[config.mk]
export PLATFORM = sky130hd
export DESIGN_NAME = mem_wb_elastic
export DESIGN_NICKNAME = d
export VERILOG_FILES = /design/src/rtl/mem_wb_elastic.sv
export SDC_FILE = /design/constraint.sdc
export NUM_CORES = 1
export LEC_CHECK = 0
export ABC_CLOCK_PERIOD_IN_PS = 2400
export CORE_MARGIN = 8
export CORE_UTILIZATION = 58
export CTS_BUF_LIST = sky130_fd_sc_hd__clkbuf_4
export CTS_CLUSTER_SIZE = 8
export DETAILED_ROUTE_END_ITERATION = 16
export PLACE_DENSITY = 0.88
export SLEW_MARGIN = 0
export SYNTH_ARGS = -nofsm -noshare
export SYNTH_HDL_FRONTEND = slang
export SYNTH_SLANG_ARGS = --single-unit
[constraint.sdc]
create_clock -name clk -period 2.4 [get_ports clk]
set_input_delay 0.6 -clock clk [delete_from_list [all_inputs] [get_ports clk]]
set_output_delay 0.6 -clock clk [all_outputs]
set_load 0.01 [all_outputs]
[src/rtl/mem_wb_elastic.sv]
// MEM/WB boundary register with valid/ready handshake, 2-entry skid buffer,
// flush and $zero write suppression. Define PIPE_STATS_EN to add stall/bubble counters.
module mem_wb_elastic #(
  parameter int DATA_W = 64,
  parameter int ADDR_W = 5,
  parameter int CNT_W  = 32
) (
  input  logic              clk,
  input  logic              rst,
  input  logic              flush,
  input  logic              in_valid,
  output logic              in_ready,
  input  logic [DATA_W-1:0] in_data,
  input  logic              in_reg_wr,
  input  logic [ADDR_W-1:0] in_waddr,
  output logic              out_valid,
  input  logic              out_ready,
  output logic [DATA_W-1:0] out_data,
  output logic              out_reg_wr,
  output logic [ADDR_W-1:0] out_waddr,
`ifdef PIPE_STATS_EN
  output logic [CNT_W-1:0]  stall_cnt,
  output logic [CNT_W-1:0]  bubble_cnt,
`endif
  output logic              out_wr_en
);

  typedef struct packed {
    logic [DATA_W-1:0] data;
    logic              reg_wr;
    logic [ADDR_W-1:0] waddr;
  } entry_t;

  if (DATA_W < 1 || ADDR_W < 1 || CNT_W < 1) begin : g_bad_param
    $error("mem_wb_elastic: DATA_W, ADDR_W and CNT_W must be positive");
  end

  entry_t main_q, skid_q, in_e;
  logic   main_valid, skid_valid;
  logic   accept, pop;

  assign in_e   = '{data: in_data, reg_wr: in_reg_wr, waddr: in_waddr};
  // in_ready is the inverted skid flop, so nothing downstream reaches it combinationally
  assign in_ready = ~skid_valid;
  assign accept   = in_valid & in_ready;
  assign pop      = main_valid & out_ready;

  always_ff @(posedge clk) begin
    if (rst) begin
      main_valid <= 1'b0;
      skid_valid <= 1'b0;
      main_q     <= '0;
      skid_q     <= '0;
    end else if (flush) begin
      main_valid <= 1'b0;
      skid_valid <= 1'b0;
    end else if (!main_valid) begin
      if (accept) begin
        main_q     <= in_e;
        main_valid <= 1'b1;
      end
    end else if (pop) begin
      if (skid_valid) begin
        main_q     <= skid_q;
        skid_valid <= 1'b0;
      end else if (accept) begin
        main_q <= in_e;
      end else begin
        main_valid <= 1'b0;
      end
    end else if (accept) begin
      skid_q     <= in_e;
      skid_valid <= 1'b1;
    end
  end

  assign out_valid  = main_valid;
  assign out_data   = main_q.data;
  assign out_waddr  = main_q.waddr;
  assign out_reg_wr = main_valid & main_q.reg_wr;
  assign out_wr_en  = out_reg_wr & (main_q.waddr != '0);

`ifdef PIPE_STATS_EN
  // Counters survive flush; only rst clears them
  always_ff @(posedge clk) begin
    if (rst) begin
      stall_cnt  <= '0;
      bubble_cnt <= '0;
    end else begin
      if (main_valid && !out_ready) stall_cnt <= stall_cnt + 1'b1;
      if (!main_valid) bubble_cnt <= bubble_cnt + 1'b1;
    end
  end
`endif

endmodule

==> flow_summary.toml, run 1 <==
[setup_path]
reg2reg_depth = 4
cp_max_fo = 22
slowest_delay_ps = 560
slowest_stage = "clkdlybuf4s50_1"
start_kind = "flip-flop"
critPathRequiredTime_ps = 1800
arrival_ps = 1700
startpoint = "skid_valid"
r2r_start = "skid_valid"
worst-r2r-setup-slack_ps = 560
cp-end-kind = "output pin"
endpoint = "in_ready"
path_class = "flip-flop to output pin"
cp_cell_sequence = "inv_1 > clkdlybuf4s50_1"
rr_endpoint = "out_data[51]"

[clock_tree]
cts_tree = "done"
htreeDepth = 4
post_cts_hold_buffer_count = 0
cts_sinks = 142
cts_root_buf = "clkbuf_4"
clk_latency_ps = 560
clockBufferDepth = 2
numCtsBuffers = 17
path_clk_slew_ps = 100

[final_layout]
area_growth_pct = 18.5
fin_cells = 1097
fin_nets = 986
n_fill_cell = 1018
drive_above_1_share = 0.147

[timing]
min_period_ps = 2300
setup_tns_ps = 0
fmax_mhz = 435
slew_viol_final = 0
rsz0062_at_grt = "no"
worst_slew_margin_rel = 0.558
min_period_over_period = 0.957
worst_slew_pin_slew_ps = 664
hold_viol_final = 0
clock_skew_ps = 12.3
setup_viol_count_final = 0

[yosys]
synth.yosys.seq_area_share = 0.379
synth_seq_cells = 142
synth_cells = 880
async_reset_ff_frac = 0
synth_cell_types = 26
ys.flop_type = "dfxtp_1"
synth_edf_count = 0
netlist_area_um2 = 7490
synth_nets = 955
synth_top_area_share = 0.379
synthTopCellsByArea = "dfxtp_1 (38%), a221oi_2 (14%), a32o_1 (9.4%)"
yosys_warnings = 0
synthTopCellsByCount = "dfxtp_1 (142), inv_1 (141), a21oi_1 (71), nor2_1 (71)"
synth_largest_area_cell = "dfxtp_1"
synth.avg_cell_area_um2 = 8.52
yosysMostFrequentCell = "dfxtp_1"

[detailed_routing]
antenna_left = 0
wirelength_um = 19900
wire_per_inst_um = 18.1
vias = 6518
route.detailed.drc = 0
firstDrtPassIters = 7
vias_per_cell = 5.94
drtIter0Drc = 690

[floorplanning]
dieArea_um2 = 16800
die_h_um = 130
die_x_um = 130
core_area_um2 = 12600
start_util = 0.594
row_count = 41
io-pin-count = 148

[power]
irDropWorstVdd_mv = 0.385
power_density_nw_per_um2 = 538
leakagePower_nw = 2.87

[global_routing]
first_global_vias = 6199
track_usage = 0.236
grt_max_degree = 69
antenna_found_initial = 2
grt-ovfl-total = 0
grt_pass1_wl_um = 31400

[placed_design]
gp_congestion = 0.768
port_buffers = 147
place_inst = 1062
hpwlAfterDp_um = 12200

[job]
cap_violations = 0

[worst_hold_path]
hp-class = "input port to flip-flop"

[status]
outcome = "complete, no violations"
-- report_power, final --
part           internal, mW  switching, mW  total [mW]
clock                 0.517          0.810        1.33
sequential             2.45         0.0560        2.51
combinational         0.471          0.474       0.946
-- flip-flops by register name, summed over array words and instances, names as in the netlist --
name and cells:
skid_valid 1, skid_q 70, out_waddr 5, out_valid 1, out_data 64, main_q 1
-- stage by stage --
| step | utilization | area (um^2) | total power, mW | hold WS, ps | setup slack, ps |
|---|---|---|---|---|---|
| 5_1_grt | 0.704 | 8880 | 4.99 | 434 | 14.2 |
| 3_3_place_gp | 0.679 | 8570 | 3.46 | 446 | 232 |
| 2_1_floorplan | - | 7490 | 3.15 | 438 | 343 |
| 6_report | 0.704 | 8880 | 4.78 | 419 | 104 |
| 4_1_cts | 0.703 | 8870 | 4.81 | 375 | 21.3 |
| 3_5_place_dp | 0.679 | 8570 | 3.48 | 451 | 153 |
-- worst max-delay path: cells and delay by family, from the launching register on --
family                 cells  cell delay, ps
flip-flops                 1             440
buffers and inverters      2             710
-- cells by family (layout without fill, tap and decap cells) --
kind of cell	count (synthesis)	in the layout	synth area share
AND/OR/NAND/NOR	149	149	0.0900
buffers and inverters	304	348	0.198
other	0	1	0
flip-flops	142	142	0.379
AO/OA/AOI/OAI	284	284	0.331
multiplexers	1	1	0.00134
-- timing repair --
item / 4_1_cts / 5_1_grt
cloned: 2 / 0
resized for setup: 3 / 5
endpoints found under the setup margin: 2 / 1
pin swaps: 0 / 1
buffers inserted: 0 / 0
-- cell type report --
type / instances / area [um^2] / area share
flip-flops and latches: 142 / 2850 / 0.321
inverters: 142 / 533 / 0.0600
clock buffers: 20 / 150 / 0.0169
multi-input cells: 434 / 3210 / 0.362
repair buffers: 174 / 1840 / 0.207
well taps: 172 / 215 / 0.0242
clock inverters: 12 / 77.6 / 0.00874
diodes: 1 / 2.50 / 0.000282
-- layout by cell type (no fill, tap or decap), types with 2 or more instances in the layout --
cell type / instances
clkdlybuf4s50_1: 143
inv_1: 141
dfxtp_1: 139
a21oi_1: 71
nor2_1: 70
a32o_1: 70
a221oi_2: 70
nand3_1: 70
o21ai_0: 70
clkbuf_4: 20
buf_4: 15
buf_12: 10
clkinv_1: 6
clkinv_2: 5
bufbuf_16: 2
buf_2: 2
dfxtp_4: 2
-- layer usage --
layer,vias to the layer above,part of all wire,GRT usage
li1,3096,-,-
met1,3085,0.41,0.283
met2,286,0.48,0.378
met3,49,0.080,0.0645
met4,2,0.030,0.126
met5,-,0.00065,0
-- worst min path at each step --
| stage | slack, ps | cells after the start | end | startpoint |
|---|---|---|---|---|
| 2_1_floorplan | 440 | 2 | main_q[5] | main_q[5] |
| 3_3_place_gp | 450 | 2 | out_data[29] | out_data[29] |
| 3_5_place_dp | 450 | 2 | out_data[46] | out_data[46] |
| 4_1_cts | 380 | 2 | skid_valid | flush |
| 5_1_grt | 430 | 2 | skid_valid | flush |
| 6_report | 420 | 2 | skid_valid | flush |
No activity file was read; power rests on OpenSTA's default activity.
==> run 2, diff against run 1 <==
--- a/config.mk
+++ b/config.mk
@@ -12,6 +12,7 @@
 export CTS_CLUSTER_SIZE = 8
 export DETAILED_ROUTE_END_ITERATION = 16
 export PLACE_DENSITY = 0.88
+export SKIP_CTS_REPAIR_TIMING = 1
 export SLEW_MARGIN = 0
 export SYNTH_ARGS = -nofsm -noshare
 export SYNTH_HDL_FRONTEND = slang
==> flow_summary.toml, run 2 (synthesized netlist as in run 1, its figures left out) <==
[power]
switching_power_mw = 1.34
switching_share = 0.281
leakagePower_nw = 2.88
p_clk_frac = 0.279
power_density_nw_per_um2 = 538
pwr-share-seq = 0.525
comb_power_share = 0.197
irDropWorstVdd_mv = 0.387
p_int_mw = 3.43

[timing]
setup_tns_ps = 0
slew_viol_final = 0
min_period_ps = 2330
worst_slew_pin_slew_ps = 657
min_period_over_period = 0.969
hold_viol_final = 0
fmax_mhz = 430
worst_slew_margin_rel = 0.562
setup_ws_ps = 73.6
rsz0062_at_grt = "no"
setup_viol_count_final = 0
clock_skew_ps = 11.5

[setup_path]
r2r_start = "out_valid"
reg2reg_depth = 5
cp-end-kind = "output pin"
slowest_delay_ps = 560
start_kind = "flip-flop"
worst-r2r-setup-slack_ps = 600
cp_num_buf_inv = 1
cp_max_fo = 4
critPathRequiredTime_ps = 1800
slowest_stage = "clkdlybuf4s50_1"
crit_family = "buffers and inverters"
arrival_ps = 1730
cp_cell_sequence = "and2_1 > clkdlybuf4s50_1"
rr_endpoint = "out_data[15]"
path_class = "flip-flop to output pin"

[final_layout]
drive_above_1_share = 0.145
final_common_cell = "clkdlybuf4s50_1"
fin_nets = 986
fin_cells = 1096
antenna_cells = 0
fin_util = 0.703
layout.cells.most_common_list = "clkdlybuf4s50_1 (143), inv_1 (141), dfxtp_1 (140)"
area_growth_pct = 18.3
largest-register = "skid_q"
post-route-cell-area_um2 = 8870
largest_reg_flops = 70

[global_routing]
top_usage_layer = "met2"
first_global_vias = 6110
antenna_found_initial = 1
track_usage = 0.230
met2_usage = 0.372
grt_max_degree = 79
use_met1 = 0.278
grt_pass1_wl_um = 30800
grt-ovfl-total = 0
grt.met3_usage = 0.0629

[detailed_routing]
firstDrtPassIters = 5
vias = 6499
wirelength_um = 19700
wire_per_inst_um = 18.0
route.detailed.drc = 0
drtIter0Drc = 749
antenna_left = 0
vias_per_cell = 5.93

[worst_hold_path]
hp-class = "input port to flip-flop"
hold_end = "skid_valid"
min_from = "flush"
whs_path_depth = 2

[placed_design]
gp_congestion = 0.768
hpwlAfterDp_um = 12200
port_buffers = 147
place_inst = 1062
dpl_cell_area_um2 = 8570
dp_slack_ps = 153

[clock_tree]
cts_root_buf = "clkbuf_4"
cts_sinks = 142
clk_latency_ps = 560
cts_tree = "done"
htreeDepth = 4
numCtsBuffers = 17
path_clk_slew_ps = 110
clockBufferDepth = 2

[floorplanning]
io-pin-count = 148
row_count = 41
die_x_um = 130
die_h_um = 130
start_util = 0.594
dieArea_um2 = 16800
core_area_um2 = 12600

[job]
cap_violations = 0

[status]
outcome = "complete, no violations"
## run 2: metrics by stage
| step | power, mW | hold slack [ps] |
|---|---|---|
| floorplan | 3.15 | 438 |
| global placement | 3.46 | 446 |
| detailed placement | 3.48 | 451 |
| CTS | 4.79 | 375 |
| global route | 4.98 | 434 |
| finish | 4.77 | 420 |
## run 2: worst max path at each step
| stage | depth (start not counted) | endpoint | from |
|---|---|---|---|
| detailed placement | 5 | out_data[41] | out_ready |
| global placement | 5 | out_data[14] | out_ready |
| finish | 2 | out_reg_wr | out_valid |
| CTS | 4 | out_wr_en | out_waddr[0] |
| floorplan | 4 | out_wr_en | out_valid |
| global route | 2 | in_ready | skid_valid |
## run 2: layout make-up
cell class | instances | area, um^2
clock buffer | 20 | 150
clock inverter | 12 | 77.6
fill | 1015 | 3750
inverter | 142 | 533
multi-input combinational | 434 | 3200
sequential | 142 | 2850
tap | 172 | 215
timing repair buffer | 174 | 1840
## run 2: power by group through the flow
stage | registers [mW] | logic [mW] | clock network, mW
floorplan | 2.54 | 0.608 | 0
global placement | 2.55 | 0.908 | 0
detailed placement | 2.56 | 0.923 | 0
CTS | 2.50 | 0.928 | 1.36
global route | 2.52 | 1.00 | 1.46
finish | 2.50 | 0.938 | 1.33
## run 2: layer usage
layer,vias to the layer above,part of all wire
li1,3094,-
met1,3090,0.41
met4,2,0.025
met3,42,0.079
met2,271,0.48
met5,-,0.00066
==> edit (config.mk and constraints of run 2) <==
The parameter `ADDR_W` goes from 5 to 4.
--- a/src/rtl/mem_wb_elastic.sv
+++ b/src/rtl/mem_wb_elastic.sv
@@ -2,7 +2,7 @@
 // flush and $zero write suppression. Define PIPE_STATS_EN to add stall/bubble counters.
 module mem_wb_elastic #(
   parameter int DATA_W = 64,
-  parameter int ADDR_W = 5,
+  parameter int ADDR_W = 4,
   parameter int CNT_W  = 32
 ) (
   input  logic              clk,
Interface: changed (resized in_waddr and out_waddr); port bits go from 148 to 146. The function was not compared with the original's and may differ.
==> edit against run 2 <==
Largest cell class is now registers. Routed wire length fell by 5.8%. Sequential cell count decreased by 2. Power grew 0.13%. Critical path depth unchanged. Setup slack better by 0.032 ns. Final area is 6.0% lower. Area after synthesis down 6.9%. Worst hold slack gained 0.052 ns. Sequential share of layout area rose by 1.6 points.
==> edit: results (changes against run 2) <==
status: completed (unchanged)
static leakage: 2.80 nW (was 2.88 nW)
Pre-Repair DR Iteration Count: 6 (was 5)
net count after synthesis: 942 (was 955)
port bufs: 145 (was 147)
Hold WC Path Type: flop to flop (was input port to flop)
Final nets: 972 (was 986)
max reg flops: 69 (was 70)
GRT Total Usage: 0.228 (was 0.230)
final WL: 18600 um (was 19700 um)
main area contributors after synthesis: dfxtp_1 40%, a32o_1 9.9%, inv_1 7.5% (was dfxtp_1 38%, a221oi_2 14%, a32o_1 9.4%)
crit-path max FO: 22 (was 4)
Post-DP HPWL: 11800 um (was 12200 um)
# diodes: 0 (unchanged)
DR vias/cell: 5.95 (was 5.93)
Peak VDD IR: 0.337 mV (was 0.387 mV)
layout cells sized above 1: 0.0867 (was 0.145)
commonest cells in the netlist: 140 x dfxtp_1, 139 x inv_1, 70 x a21oi_1, 70 x nor2_1 (was 142 x dfxtp_1, 141 x inv_1, 71 x a21oi_1, 71 x nor2_1)
first-pass GRT wire length: 30300 um (was 30800 um)
crit path DAT: 1.69 ns (was 1.73 ns)
initial antenna violation count: 0 (was 1)
clock skew: 0.0138 ns (was 0.0115 ns)
post-synthesis sequential area ratio: 0.402 (was 0.379)
Slew @ Worst Pin: 0.682 ns (was 0.657 ns)
pin count of the biggest net entering global routing: 76 (was 79)
CTS H-tree lvls: 4 (unchanged)
DRT iter0 DRCs: 725 (was 749)
number of global-route vias before repair: 5921 (was 6110)
pre-CTS setup slack: 0.0404 ns (was 0.153 ns)
Synth top area share: 0.402 (was 0.379)
Antenna Nets Post-Route: 0 (unchanged)
delay of the slowest critical-path stage: 0.58 ns (was 0.56 ns)
worst skew pair latency: 0.52 ns (was 0.56 ns)
Switching Share: 0.277 (was 0.281)
CTS buffer count: 17 (unchanged)
Most used DFF post-synth: dfxtp_1 (unchanged)
Yosys warnings: 0 (unchanged)
gp weighted congestion: 0.753 (was 0.768)
## edit: path summary, 6_finish.rpt
check	end	slack [ns]	depth (start not counted)	startpoint
setup / recovery	out_valid	0.11	2	out_valid$_SDFF_PP0_
hold / removal	out_data[37]$_SDFFE_PP0P_	0.47	2	out_data[37]$_SDFFE_PP0P_
setup reg to reg	out_data[3]$_SDFFE_PP0P_	0.42	5	out_valid$_SDFF_PP0_
hold reg to reg	out_data[37]$_SDFFE_PP0P_	0.47	2	out_data[37]$_SDFFE_PP0P_
## edit: cell families after synthesis
group,count (synthesis),synth area share
AOI/OAI and AO/OA,280,0.298
buffers and inverters,301,0.204
DFF,140,0.402
muxes,1,0.00144
and+or+nand+nor,146,0.0945
## edit: per-stage QoR
stage	instances	area [um^2]
3_5_place_dp	1025	8030
5_1_grt	1058	8330
3_3_place_gp	1025	8030
6_report	1058	8330
4_1_cts	1057	8310
2_1_floorplan	868	6980
## edit: routing by layer
layer | track usage | up-vias | routed length [um]
li1 | - | 3029 | -
met1 | 0.293 | 3002 | 8050
met2 | 0.372 | 245 | 9070
met3 | 0.0595 | 15 | 1300
met4 | 0.0616 | 0 | 164
met5 | 0 | - | 0
## edit: power groups by stage
stage | combinational, mW | clock (mW) | sequential (mW)
global placement | 0.791 | 0 | 2.52
floorplan | 0.501 | 0 | 2.50
finish | 0.807 | 1.50 | 2.47
global route | 0.866 | 1.63 | 2.48
detailed placement | 0.803 | 0 | 2.52
CTS | 0.805 | 1.52 | 2.47
## edit: final cells by class
type | count | area, um^2
clock buffer | 18 | 135
clock inverter | 14 | 148
fill | 915 | 3530
inverter | 140 | 526
multi-input combinational | 427 | 2790
sequential | 140 | 2810
tap | 147 | 184
timing repair buffer | 172 | 1740
